### config.mk
export PLATFORM = sky130hd
export DESIGN_NAME = mem_wb_pipe
export DESIGN_NICKNAME = d
export VERILOG_FILES = /design/src/rtl/mem_wb_pipe.sv
export SDC_FILE = /design/constraint.sdc
export NUM_CORES = 1
export LEC_CHECK = 0
export ABC_AREA = 0
export CORE_MARGIN = 8
export CORE_UTILIZATION = 38
export CTS_CLUSTER_DIAMETER = 50
export DETAILED_ROUTE_END_ITERATION = 12
export PLACE_DENSITY = 0.85
export SETUP_SLACK_MARGIN = 0.1
export SYNTH_ARGS = -nofsm -noshare
export SYNTH_HDL_FRONTEND = slang
export SYNTH_SLANG_ARGS = --single-unit
### constraint.sdc
create_clock -name clk -period 2.9 [get_ports clk]
set_clock_uncertainty 0.05 [all_clocks]
set_input_delay 0.58 -clock clk [delete_from_list [all_inputs] [get_ports clk]]
set_output_delay 0.58 -clock clk [all_outputs]
set_load 0.01 [all_outputs]
### src/rtl/mem_wb_pipe.sv
// MEM/WB pipeline register: 1..3 slices of staging with per-slice valid,
// stall/flush control, writeback mux, forwarding-hit detect and a retire counter.
module mem_wb_pipe #(
   parameter int DATA_W = 32,
   parameter int REG_AW = 5,
   parameter int STAGES = 1,
   parameter int CNT_W  = 16
) (
   input  logic              clk,
   input  logic              reset,
   input  logic              le,
   input  logic              flush,
   input  logic              valid_in,
   input  logic [DATA_W-1:0] MemDataIn,
   input  logic [DATA_W-1:0] ALUDataIn,
   input  logic [REG_AW-1:0] WriteRegIn,
   input  logic              RegWriteIn,
   input  logic              MemtoRegIn,
   input  logic [REG_AW-1:0] src_a,
   input  logic [REG_AW-1:0] src_b,
   output logic              valid_out,
   output logic [DATA_W-1:0] MemDataOut,
   output logic [DATA_W-1:0] ALUDataOut,
   output logic [REG_AW-1:0] WriteRegOut,
   output logic              RegWriteOut,
   output logic              MemtoRegOut,
   output logic [DATA_W-1:0] wb_data_out,
   output logic              fwd_hit_a,
   output logic              fwd_hit_b,
   output logic [CNT_W-1:0]  retire_count
);

   generate
      if (STAGES < 1 || STAGES > 3) begin : g_bad_stages
         $error("mem_wb_pipe: STAGES must be in 1..3");
      end
   endgenerate

   typedef struct packed {
      logic              valid;
      logic [DATA_W-1:0] mem_data;
      logic [DATA_W-1:0] alu_data;
      logic [REG_AW-1:0] write_reg;
      logic              reg_write;
      logic              mem_to_reg;
   } slice_t;

   slice_t           slice_in;
   slice_t           slice_q [STAGES];
   slice_t           slice_d [STAGES];
   logic [CNT_W-1:0] retire_q;
   logic [CNT_W-1:0] retire_d;
   slice_t           last;

   assign slice_in = '{valid:      valid_in,
                       mem_data:   MemDataIn,
                       alu_data:   ALUDataIn,
                       write_reg:  WriteRegIn,
                       reg_write:  RegWriteIn,
                       mem_to_reg: MemtoRegIn};

   // Next-state of the slice chain and retire counter: shift on le, squash slice 0 on flush.
   always_comb begin
      // NOTE: hold-by-default assignments first, so every path assigns every bit and no latch is inferred.
      slice_d  = slice_q;
      retire_d = retire_q;
      if (le) begin
         slice_d[0] = slice_in;
         for (int k = 1; k < STAGES; k++) begin
            slice_d[k] = slice_q[k-1];
         end
         if (slice_q[STAGES-1].valid) begin
            retire_d = retire_q + CNT_W'(1);
         end
      end
      // Flush only touches slice 0; the last slice may still retire on this edge.
      if (flush) begin
         slice_d[0] = '0;
      end
   end

   // State registers with asynchronous clear of every slice and the counter.
   always_ff @(posedge clk or posedge reset) begin
      if (reset) begin
         // NOTE: the slice array is a handful of pipeline flops, not a RAM, so every entry is cleared on reset.
         for (int k = 0; k < STAGES; k++) begin
            slice_q[k] <= '0;
         end
         retire_q <= '0;
      end else begin
         // NOTE: non-blocking assignments so all slices update from pre-edge values.
         slice_q  <= slice_d;
         retire_q <= retire_d;
      end
   end

   assign last         = slice_q[STAGES-1];
   assign valid_out    = last.valid;
   assign MemDataOut   = last.mem_data;
   assign ALUDataOut   = last.alu_data;
   assign WriteRegOut  = last.write_reg;
   assign MemtoRegOut  = last.mem_to_reg;
   // A bubble keeps its stored RegWrite but must never write the register file.
   assign RegWriteOut  = last.reg_write & last.valid;
   assign wb_data_out  = last.mem_to_reg ? last.mem_data : last.alu_data;
   // Register 0 is hardwired to zero, so it never forwards.
   assign fwd_hit_a    = RegWriteOut & (last.write_reg != '0) & (last.write_reg == src_a);
   assign fwd_hit_b    = RegWriteOut & (last.write_reg != '0) & (last.write_reg == src_b);
   assign retire_count = retire_q;

endmodule
==> results of run 1 <==
-- power groups by stage --
stage | Clock [uW] | Sequential, uW | Combinational, uW
2_1_floorplan | 0 | 1400 | 358
5_1_grt | 1230 | 1410 | 743
3_3_place_gp | 0 | 1410 | 684
3_5_place_dp | 0 | 1420 | 697
4_1_cts | 1180 | 1400 | 701
6_report | 1140 | 1400 | 688
-- how the worst max path moves through the flow --
stage | start | endpoint | depth (start not counted)
floorplan | MemtoRegOut | wb_data_out[10] | 3
global placement | src_b[2] | fwd_hit_b | 5
CTS | src_a[1] | fwd_hit_a | 5
global route | WriteRegOut[0] | fwd_hit_a | 4
finish | WriteRegOut[0] | fwd_hit_a | 4
detailed placement | src_a[1] | fwd_hit_a | 5
-- critical path, delay by kind of cell (launching register included) --
family	cells	cell delay, ns
buffers and inverters	1	0.48
DFF	1	0.45
and+or+nand+nor	2	0.62
AOI/OAI and AO/OA	1	0.18
-- sequential cells by signal, indices dropped and copies added (netlist names) --
signal,count
ALUDataOut,32
MemDataOut,32
retire_count,16
WriteRegOut,5
MemtoRegOut,1
last,1
valid_out,1
-- cell type report --
cell class | count | area [um2] | share of cell area, %
clock buffers | 12 | 246 | 3.72
multi-input cells | 237 | 1790 | 27.1
inverters | 2 | 11.3 | 0.170
clock inverters | 3 | 42.5 | 0.642
well taps | 147 | 184 | 2.78
repair buffers | 214 | 2140 | 32.4
flip-flops and latches | 88 | 2200 | 33.3
-- layout by cell type, fill, tap and decap left out, types with 2 or more instances in the layout --
cell and instances:
clkdlybuf4s50_1 204, dfrtp_1 87, nor2_1 78, mux2i_1 72, mux2_2 33, xnor2_1 13
xor2_1 12, nand3_1 9, clkbuf_16 9, nand2_1 6, buf_4 6, or4_1 2
clkinvlp_4 2, nand4_1 2, nor3_1 2, and4_1 2, clkbuf_1 2, buf_12 2
-- synthesized netlist by cell type --
cell type	n	area, um2
dfrtp_1	88	2200
nor2_1	78	293
mux2i_1	72	721
buf_4	69	518
mux2_2	33	372
clkbuf_1	13	48.8
xnor2_1	13	114
xor2_1	12	105
nand3_1	9	45.0
buf_2	8	40.0
nand2_1	6	22.5
and4_1	2	17.5
inv_1	2	7.51
nand4_1	2	12.5
nor3_1	2	10.0
nor4_1	2	12.5
or4_1	2	15.0
and2_1	1	6.26
ha_1	1	12.5
nor4_4	1	21.3
o21ai_0	1	5.00
-- layer usage --
| metal | GRT usage, % | wire length (um) | up-vias | share of wire [%] |
|---|---|---|---|---|
| met3 | 5.65 | 984 | 18 | 7.6 |
| li1 | - | - | 1588 | - |
| met2 | 28.1 | 6470 | 137 | 50 |
| met1 | 18.4 | 5260 | 1655 | 41 |
| met4 | 5.87 | 217 | 0 | 1.7 |
| met5 | 0 | 0 | - | 0 |
-- cell families after synthesis --
family                   Yosys count  synth area share [%]
AO/OA/AOI/OAI                      1                 0.109
flip-flops                        88                  47.9
AND/OR/NAND/NOR                  105                  9.90
buffers and inverters             92                  13.4
adder cells (fa/ha/maj)            1                 0.272
multiplexers                     105                  23.7
XOR/XNOR                          25                  4.76
-- repair_timing --
action,4_1_cts,5_1_grt
setup endpoints to repair,2,2
gates resized for setup,1,4
hold endpoints to repair,0,0
-- metrics by stage --
step	hold slack, ns	power, uW	instances	utilization, %	setup slack, ns
after global placement	0.416	2100	688	53.1	0.193
after floorplan	0.428	1760	417	-	0.927
after CTS	0.426	3280	703	55.5	0.116
after global routing	0.434	3380	703	55.6	0.128
after detailed placement	0.414	2120	688	53.1	0.139
final	0.427	3220	703	55.6	0.214
==> key figures, run 1 <==
Outcome
  – Status: complete, no violations

Global route
  – Vias in the first global route: 3781
  – GRT Overall Usage: 16.3%
  – First-pass GRT wire length: 20800 um
  – Initial antenna violation count: 0
  – GR Overflow Total: 0
  – Largest net degree at the start of global routing: 89

Power
  – Psw: 810 uW
  – Peak VDD IR: 0.219 mV
  – Logic pwr share: 21.4%
  – Internal: 2410 uW
  – Register share of total power: 43.4%
  – Clock share of power: 35.2%
  – Sw Share: 25.2%
  – Leakage: 0.00303 uW
  – Power density over the cells: 486 nW/um2

Final layout
  – Ant diodes: 0
  – Fillers: 1045
  – NumNets Final: 639
  – Layout overhead on the synthesized area: 44.0%
  – Final instance area: 6630 um2
  – Share of layout cells above drive strength 1: 10.8%

Worst hold path
  – Min-Delay Path Class: flop to flop
  – WHS Endpoint: retire_count[15]
  – Worst Hold Depth: 1
  – Worst Min Path Start: retire_count[15]

Detailed routing
  – DR vias: 3398
  – Pre-Repair DR Iteration Count: 7
  – Routed wire length: 12900 um
  – DR WL/cell: 18.4 um
  – DRC violations left: 0
  – Vias per cell: 4.83
  – DRT antenna net count: 0
  – DR iter-0 viols: 124

Clock network
  – CTS tree: built
  – Clock transition at path regs: 0.06 ns
  – Root buf cell: clkbuf_16
  – CTS Hold Buffers Added: 0
  – CTS sink cnt: 88
  – Htree depth: 3
  – CTS Buffer Depth: 2
  – Cts bufs inserted: 9
  – Setup repair bufs after CTS: 0
  – Worst-Skew Late Latency: 0.33 ns

STA
  – Final Max Tran Viols: 0
  – Highest clock rate: 372 MHz
  – Setup TNS: 0 ns
  – Fin. Hold Viols: 0
  – Period utilization: 92.6%
  – Slew headroom: 57.3%
  – Worst-margin pin slew: 0.641 ns
  – Unrepaired setup endpoints after global routing: no
  – Final setup fails: 0
  – Tmin final: 2.69 ns

Placement
  – I/O Buffers: 207
  – Final GP Congestion: 0.753
  – Post-Place Cell Area: 6320 um2
  – Post-DP HPWL: 9880 um

Setup path
  – Max incr delay on CP: 0.55 ns
  – Critical Path End Type: output pin
  – Critical path fanouts, max: 5
  – Worst Setup Start Kind: flop
  – Worst path arrival time: 2.06 ns
  – CP max-delay cell: or4_1
  – Reg-to-Reg End: retire_count[15]
  – Reg2reg path depth: 5
  – RR Startpoint: valid_out
  – Critical path cell sequence: or4_1 > o21ai_2 > nor4_2 > clkdlybuf4s50_1
  – Reg-to-reg slack, setup: 1.03 ns
  – Setup CP Type: flop to output pin
  – Worst Path Required: 2.27 ns

Die
  – Chip Width: 126 um
  – Die H: 126 um
  – IO Pins: 208
  – Core ar.: 11900 um2
  – Die ar.: 15900 um2
  – Initial core utilization: 38.6%
  – Num rows: 40

Synthesis
  – Register area share after synthesis: 47.9%
  – Syn_area_per_cell: 11.0 um2
  – Synth Warn #: 0
  – Distinct cells, synth: 21
  – Syn Nets: 504
  – Yosys reg bits: 88
  – Syn Inst Count: 417
  – Cell area after synthesis: 4600 um2

Run
  – Max-cap violations: 0
Note: power is estimated with default switching activity, not from simulation.
==> run 2: changes to the inputs <==
--- a/config.mk
+++ b/config.mk
@@ -6,11 +6,14 @@
 export NUM_CORES = 1
 export LEC_CHECK = 0
 export ABC_AREA = 0
+export CELL_PAD_IN_SITES_DETAIL_PLACEMENT = 1
+export CELL_PAD_IN_SITES_GLOBAL_PLACEMENT = 1
 export CORE_MARGIN = 8
-export CORE_UTILIZATION = 38
+export CORE_UTILIZATION = 28
 export CTS_CLUSTER_DIAMETER = 50
 export DETAILED_ROUTE_END_ITERATION = 12
-export PLACE_DENSITY = 0.85
+export GPL_ROUTABILITY_DRIVEN = 0
+export PLACE_DENSITY = 0.84
 export SETUP_SLACK_MARGIN = 0.1
 export SYNTH_ARGS = -nofsm -noshare
 export SYNTH_HDL_FRONTEND = slang
==> key figures, run 2 (synthesis results as in run 1) <==
Clock network
  – Root buf cell: clkbuf_16
  – Worst-Skew Late Latency: 0.34 ns (about the same)
  – CTS tree: built
  – Cts bufs inserted: 9 (unchanged)
  – Htree depth: 3 (unchanged)
  – Clock transition at path regs: 0.06 ns (about the same)
  – CTS sink cnt: 88 (unchanged)
  – CTS Buffer Depth: 2 (unchanged)
  – CTS Hold Buffers Added: 0 (unchanged)
  – Setup repair bufs after CTS: 0 (unchanged)

Final layout
  – Util after Layout: 41.3% (-14 points)
  – NumNets Final: 638 (-0.16%)
  – Share of layout cells above drive strength 1: 10.8% (unchanged)
  – Commonest non-fill, non-tap cell in the layout: clkdlybuf4s50_1
  – Most frequent cells in the layout: clkdlybuf4s50_1 (203), dfrtp_1 (87), nor2_1 (78)
  – Fillers: 1814 (+74%)
  – Layout overhead on the synthesized area: 46.8%
  – Final instance area: 6750 um2 (+1.9%)

Detailed routing
  – Pre-Repair DR Iteration Count: 4 (-3)
  – DRT antenna net count: 0 (unchanged)
  – DRC violations left: 0 (unchanged)
  – DR iter-0 viols: 77 (-38%)
  – Vias per cell: 4.38 (-9.4%)
  – Met1 wire length: 6020 um (+14%)
  – Met2 wire length: 7790 um (+21%)
  – DR vias: 3407 (+0.26%)
  – Uppermost layer routed: met4
  – Routed wire length: 15100 um (+17%)
  – DR WL/cell: 19.5 um (+5.9%)
  – Met3 wire length: 1170 um (+19%)

Power
  – Power density over the cells: 500 nW/um2 (+2.9%)
  – Peak VDD IR: 0.248 mV (+13%)
  – Leakage: 0.00305 uW (+0.70%)

STA
  – Final Max Tran Viols: 0 (unchanged)
  – Setup TNS: 0 ns (unchanged)
  – Highest clock rate: 387 MHz (+4.0%)
  – Worst-margin pin slew: 0.777 ns (+0.136 ns)
  – Final setup fails: 0 (unchanged)
  – Slew headroom: 48.2% (-9.1 points)
  – Period utilization: 89.1% (-3.6 points)
  – Post-route setup slack: 0.317 ns (+0.103 ns)
  – Fin. Hold Viols: 0 (unchanged)
  – Unrepaired setup endpoints after global routing: no
  – Tmin final: 2.58 ns (-0.103 ns)

Global route
  – Vias in the first global route: 3976 (+5.2%)
  – GR Overflow Total: 0 (unchanged)
  – First-pass GRT wire length: 23400 um (+13%)
  – GRT Overall Usage: 14.6% (-1.7 points)
  – Initial antenna violation count: 2 (+2)
  – Largest net degree at the start of global routing: 89 (unchanged)

Setup path
  – Worst Setup Start Kind: flop
  – Critical Path End Type: output pin
  – Critical path fanouts, max: 19 (+14)
  – Worst path arrival time: 1.95 ns (-0.11 ns)
  – Worst Path Required: 2.27 ns (about the same)
  – Setup CP Type: flop to output pin

Die
  – Die ar.: 20800 um2 (+31%)
  – Num rows: 47 (+18%)
  – IO Pins: 208 (unchanged)
  – Chip Width: 144 um (+14%)
  – Core ar.: 16300 um2 (+37%)
  – Die H: 144 um (+14%)
  – Initial core utilization: 28.1% (-10 points)

Placement
  – Pre-CTS setup slack: 0.0832 ns (-0.0554 ns)
  – Post-Place Cell Area: 6420 um2 (+1.5%)
  – Post-DP HPWL: 11600 um (+18%)
  – I/O Buffers: 207 (unchanged)

Outcome
  – Status: complete, no violations

Run
  – Max-cap violations: 0 (unchanged)

Worst hold path
  – Min-Delay Path Class: flop to flop
run 2: final cells by class:
cell class | instances | area (um2) | share of cell area (%)
flip-flops and latches | 88 | 2200 | 32.6
inverters | 2 | 11.3 | 0.167
multi-input cells | 237 | 1780 | 26.4
clock inverters | 7 | 98.8 | 1.46
diodes | 2 | 5.00 | 0.0741
well taps | 220 | 275 | 4.08
repair buffers | 213 | 2150 | 31.8
clock buffers | 9 | 225 | 3.34
run 2: power by group:
part	switching [uW]	internal [uW]
logic	282	419
clock network	507	763
registers	98.2	1310
run 2: worst paths after layout:
kind	start	to	slack [ns]	cells after the start
max	MemtoRegOut	wb_data_out[9]	0.32	3
min	retire_count[15]	retire_count[15]	0.42	1
max reg2reg	valid_out	retire_count[15]	1.00	5
min reg2reg	retire_count[15]	retire_count[15]	0.42	1
max in group asynchronous	reset	MemtoRegOut	1.73	3
min in group asynchronous	reset	MemDataOut[7]	0.70	3
run 2: critical path, cell delays in order (launching register included):
cell and delay [ns]:
dfrtp_2 0.53, buf_12 0.21, mux2_2 0.36, clkdlybuf4s50_1 0.51
run 2: routing by layer:
layer | vias to the layer above | GRT usage, %
met1 | 1683 | 16.0
met3 | 12 | 4.69
met4 | 0 | 5.42
met5 | - | 0
met2 | 121 | 26.0
li1 | 1591 | -
run 2: through the flow:
step,std cells,total power [uW],hold WS [ns]
after CTS,776,3450,0.418
final,778,3380,0.415
after floorplan,417,1760,0.428
after global placement,760,2110,0.409
after global routing,778,3540,0.431
after detailed placement,760,2140,0.406
run 2: what timing repair did:
| item | in CTS | in global routing |
|---|---|---|
| gates resized for setup | 2 | 1 |
| hold endpoints to repair | 0 | 0 |
| endpoints found under the setup margin | 2 | 1 |
| cloned | 0 | 0 |
==> run 3: changes to the inputs <==
--- a/config.mk
+++ b/config.mk
@@ -15,6 +15,7 @@
 export GPL_ROUTABILITY_DRIVEN = 0
 export PLACE_DENSITY = 0.84
 export SETUP_SLACK_MARGIN = 0.1
+export SLEW_MARGIN = 20
 export SYNTH_ARGS = -nofsm -noshare
 export SYNTH_HDL_FRONTEND = slang
 export SYNTH_SLANG_ARGS = --single-unit
==> constraint.sdc (replaced) <==
create_clock -name clk -period 2.9 [get_ports clk]
set_clock_uncertainty 0.05 [all_clocks]
set_input_delay 0.435 -clock clk [delete_from_list [all_inputs] [get_ports clk]]
set_output_delay 0.435 -clock clk [all_outputs]
set_load 0.01 [all_outputs]
==> key figures, run 3 (synthesis results as in run 1) <==
Setup path
  – CP Buf/Inv Count: 1 (-1)
  – Reg-to-reg slack, setup: 0.97 ns (-0.03 ns)
  – Critical path fanouts, max: 5 (-14)
  – Worst path arrival time: 2.15 ns (+0.20 ns)
  – Reg2reg path depth: 5 (unchanged)
  – Worst Path Required: 2.41 ns (+0.14 ns)
  – Cell family with most CP delay: simple AND/OR/NAND/NOR gates
  – Critical Path End Type: output pin
  – Critical path cell sequence: or4_1 > o21ai_1 > nor4_1 > clkdlybuf4s50_1
  – Setup CP Type: flop to output pin
  – Reg-to-Reg End: retire_count[15]
  – RR Startpoint: valid_out
  – CP max-delay cell: clkdlybuf4s50_1
  – Worst Setup Start Kind: flop
  – Max incr delay on CP: 0.56 ns (+0.03 ns)

Die
  – Core ar.: 16300 um2 (unchanged)
  – IO Pins: 208 (unchanged)
  – Die H: 144 um (unchanged)
  – Initial core utilization: 28.1% (unchanged)
  – Num rows: 47 (unchanged)
  – Chip Width: 144 um (unchanged)
  – Die ar.: 20800 um2 (unchanged)

Final layout
  – NumNets Final: 638 (unchanged)
  – Share of layout cells above drive strength 1: 10.8% (unchanged)
  – Most frequent cells in the layout: clkdlybuf4s50_1 (205), dfrtp_1 (87), nor2_1 (78)
  – Util after Layout: 41.0% (-0.25 points)
  – Commonest non-fill, non-tap cell in the layout: clkdlybuf4s50_1
  – Layout overhead on the synthesized area: 45.9%
  – Final instance area: 6710 um2 (-0.61%)

Worst hold path
  – Worst Hold Depth: 2 (+1)
  – Min-Delay Path Class: primary input to flop
  – Worst Min Path Start: flush
  – WHS Endpoint: ALUDataOut[10]

Global route
  – Largest net degree at the start of global routing: 74 (-17%)
  – First-pass GRT wire length: 22800 um (-2.4%)
  – GRT Overall Usage: 14.4% (-0.22 points)
  – GR Overflow Total: 0 (unchanged)
  – Vias in the first global route: 3914 (-1.6%)
  – Initial antenna violation count: 1 (-1)

Clock network
  – CTS sink cnt: 88 (unchanged)
  – Worst-Skew Late Latency: 0.34 ns (about the same)
  – CTS tree: built
  – Setup repair bufs after CTS: 0 (unchanged)
  – Clock transition at path regs: 0.07 ns (about the same)
  – CTS Buffer Depth: 2 (unchanged)
  – Cts bufs inserted: 9 (unchanged)
  – Root buf cell: clkbuf_16
  – Htree depth: 3 (unchanged)

STA
  – Final setup fails: 0 (unchanged)
  – Period utilization: 90.9% (+1.8 points)
  – Worst-margin pin slew: 0.621 ns (-0.156 ns)
  – Tmin final: 2.63 ns (+0.0524 ns)
  – Slew headroom: 58.6% (+10 points)
  – Setup TNS: 0 ns (unchanged)
  – Highest clock rate: 380 MHz (-2.0%)
  – Unrepaired setup endpoints after global routing: no
  – Final Max Tran Viols: 0 (unchanged)
  – Fin. Hold Viols: 0 (unchanged)

Detailed routing
  – DRT antenna net count: 0 (unchanged)
  – DR iter-0 viols: 68 (-12%)
  – Vias per cell: 4.43 (+1.1%)
  – Pre-Repair DR Iteration Count: 4 (unchanged)
  – DR vias: 3439 (+0.94%)
  – Routed wire length: 15000 um (-0.92%)
  – DRC violations left: 0 (unchanged)
  – DR WL/cell: 19.3 um (-0.79%)

Power
  – Leakage: 0.00302 uW (-1.1%)
  – Pwr Total: 3240 uW (-4.2%)
  – Register share of total power: 43.3% (+1.7 points)
  – Psw: 894 uW (+0.69%)
  – Clock share of power: 35.2% (-2.4 points)
  – Internal: 2340 uW (-5.9%)
  – Sw Share: 27.6% (+1.3 points)
  – Logic pwr share: 21.6% (+0.8 points)
  – Power density over the cells: 482 nW/um2 (-3.6%)
  – Peak VDD IR: 0.239 mV (-3.9%)

Run
  – Max-cap violations: 0 (unchanged)

Placement
  – Post-Place Cell Area: 6420 um2 (about the same)
  – I/O Buffers: 207 (unchanged)
  – Post-DP HPWL: 11600 um (-0.44%)

Outcome
  – Status: complete, no violations
run 3: power by group through the flow:
stage | registers, uW | logic (uW) | clock network, uW
after global placement | 1420 | 692 | 0
final | 1400 | 698 | 1140
after detailed placement | 1420 | 710 | 0
after CTS | 1400 | 715 | 1190
after global routing | 1410 | 751 | 1240
after floorplan | 1400 | 358 | 0
run 3: worst register-to-register path, cell delays in order (launching register included):
cell and delay, ns:
dfrtp_1 0.35, buf_4 0.14, nand2_1 0.13, or4_1 0.67, nor4_4 0.33, xor2_1 0.18
run 3: worst max-delay path by stage:
stage | start | end | slack (ns) | cells after the start
final | WriteRegOut[0] | fwd_hit_b | 0.27 | 4
after global routing | WriteRegOut[0] | fwd_hit_b | 0.15 | 4
after CTS | WriteRegOut[0] | fwd_hit_b | 0.15 | 4
after detailed placement | src_b[3] | fwd_hit_b | 0.39 | 5
after global placement | src_b[4] | fwd_hit_b | 0.40 | 5
after floorplan | reset | ALUDataOut[0] | 0.14 | 1
run 3: final cells by class:
cell class	instances	area (um2)
fillers	1824	9640
flip-flops and latches	88	2200
repair buffers	213	2150
multi-input cells	237	1780
well taps	220	275
clock buffers	10	239
clock inverters	6	48.8
inverters	2	10.0
diodes	1	2.50
run 3: repair_timing:
action | 4_1_cts | 5_1_grt
hold buffers | 0 | 0
gates resized for setup | 0 | 1
endpoints found under the setup margin | 0 | 1
run 3: per-layer routing:
metal,track usage (%),share of wire [%],up-vias
met3,4.26,6.9,20
met5,0,0,-
met1,15.7,40,1711
li1,-,-,1587
met4,5.59,2.1,0
met2,25.8,51,121
run 3: through the flow:
stage               std cells  hold WS, ns  setup WS, ns
floorplan                 417        0.428         0.136
global placement          760        0.409         0.398
detailed placement        760        0.434         0.394
CTS                       776        0.327         0.149
global route              777        0.339         0.148
finish                    777        0.333         0.265
==> variant (settings of run 3) <==
Change the parameter `STAGES` from 1 to 2.
--- a/src/rtl/mem_wb_pipe.sv
+++ b/src/rtl/mem_wb_pipe.sv
@@ -4,5 +4,5 @@
    parameter int DATA_W = 32,
    parameter int REG_AW = 5,
-   parameter int STAGES = 1,
+   parameter int STAGES = 2,
    parameter int CNT_W  = 16
 ) (
Behaviour: not the same (Yosys sat finds a counterexample within 4 cycles, from zero or initial values and one cycle with reset high).
==> variant against run 3 <==
  * Global-route usage down 2.4 points
  * Maximum frequency is 0.60% lower
  * Design area increased by 48%
  * Sequential share of layout area rose by 7.6 points
  * Worst hold slack better by 0.087 ns
  * Worst setup slack worse by 0.016 ns
  * Critical endpoint unchanged
  * Die area grew 51%
  * Sequential cell count up 72
  * Wire length rose by 24%
  * Count of clock-buffer cells in the layout grew 8
  * Synthesized area up 58%
  * Largest power group unchanged
  * Total power grew 87%
  * First-iteration DRC count grew to 3.2 times the old value
==> variant: results (changes against run 3) <==
most frequent cells after synthesis: dfrtp_1, buf_4, nor2_1
post-cts resize count: 1 (+1)
Critical Path Fanout Max: 5 (unchanged)
Num CTS Buffers: 17 (+8)
Slew headroom: 53.94% (-4.7 points)
status: finished clean
DR vias/cell: 4.372 (-1.2%)
clk_lat worst skew: 0.42 ns (+0.08 ns)
placed cells: 1020 (+34%)
largest net degree at the start of global routing: 63 (-15%)
Routed WL per cell: 17.67 um (-8.5%)
layout cells sized above 1: 12.01% (+1.2 points)
ANT cells: 0 (-1)
Crit. Startpoint: WriteRegOut[1]
Syn Nets: 651 (+29%)
PD cells: 610.5 mW/mm2 (+27%)
reg2reg start: retire_count[0]
Hold Path Class: input pin to asynchronous set/reset pin
Crit path arrival time: 2.17 ns (+0.02 ns)
Leak: 0.004592 uW (+52%)
max reg flops: 72
Post-DP Area: 0.009241 mm2 (+44%)
Max IR drop VDD: 0.4032 mV (+69%)
first-pass GRT wire length: 29630 um (+30%)
R2R Path End: retire_count[10]
FILL cells: 2716 (+49%)
count of different cell masters after synthesis: 26 (+24%)
initial antenna violation count: 1 (unchanged)
final cell count without fillers: 1051 (+35%)
number of global-route vias before repair: 5254 (+34%)
GRT Total Usage: 12.01% (-2.4 points)
Layout Nets: 791 (+24%)
sequential share of the synthesized area: 55.12% (+7.3 points)
reg2reg setup slack: 1.24 ns (+0.27 ns)
DPL Wire Length: 13400 um (+16%)
violation count after the first detailed-route iteration: 220 (+220%)
Mean Syn Cell Area: 12.88 um2 (+17%)
synth top area cells: dfrtp_1, mux2_1, mux2i_1
htree depth: 4 (+1)
variant: changes by cell type in the layout (fill, tap and decap cells not counted), moves of 3 or more:
cell,run 3,this run
bufinv_16,0,6
clkbuf_16,9,17
mux2_1,0,68
dfrtp_1,87,159
xnor2_1,13,16
mux2_2,33,37
clkinvlp_4,0,3
nor2_1,78,74
xor2_1,12,9
variant: cell type report:
class,count,area share (%)
Inverter,2,0.1137
Timing Repair Buffer,218,22.34
Clock buffer,18,4.331
Clock inverter,13,2.374
Sequential cell,160,40.45
Multi-Input combinational cell,305,26.16
Tap cell,335,4.230
variant: stage by stage:
step	hold WS, ns	setup WS [ns]
floorplan	0.3997	0.3862
global placement	0.4131	0.4017
detailed placement	0.4104	0.3119
CTS	0.4242	0.1930
global route	0.4355	0.1438
finish	0.4198	0.2492
variant: worst min path at each step:
stage	from	to	slack [ns]	depth (start not counted)
finish	reset	slice_q[114]	0.42	2
global route	retire_count[15]	retire_count[15]	0.44	1
CTS	retire_count[15]	retire_count[15]	0.42	1
detailed placement	retire_count[15]	retire_count[15]	0.41	1
global placement	retire_count[15]	retire_count[15]	0.41	1
floorplan	last[1]	last[1]	0.40	1
variant: kinds of logic (layout without fill, tap and decap cells):
kind of cell	Yosys count	after routing	synth area share [%]
and+or+nand+nor	101	101	6.236
DFF	160	160	55.12
AOI/OAI and AO/OA	1	1	0.06884
xor gates and xnor gates	25	25	3.015
buffers and inverters	99	251	9.182
adders and majority gates	1	1	0.1722
muxes	177	177	26.20
variant: power breakdown:
| part | total [uW] | internal (uW) | switching, uW |
|---|---|---|---|
| clock network | 2550 | 1620 | 935 |
| registers | 2560 | 2400 | 160 |
| logic | 938 | 566 | 372 |
variant: critical path, stage by stage (launching register included):
cell and delay, ns:
dfrtp_1 0.43, or4_1 0.54, o21ai_1 0.20, nor4_1 0.09, clkdlybuf4s50_1 0.49
variant: layer usage:
metal  share of wire (%)  vias to the layer above  global-route usage, %
met5               0.070                        -                      0
met4                0.88                        2                  3.047
met3                 6.6                       10                  4.139
met2                  50                      122                  20.13
met1                  43                     2342                  14.52
li1                    -                     2119                      -
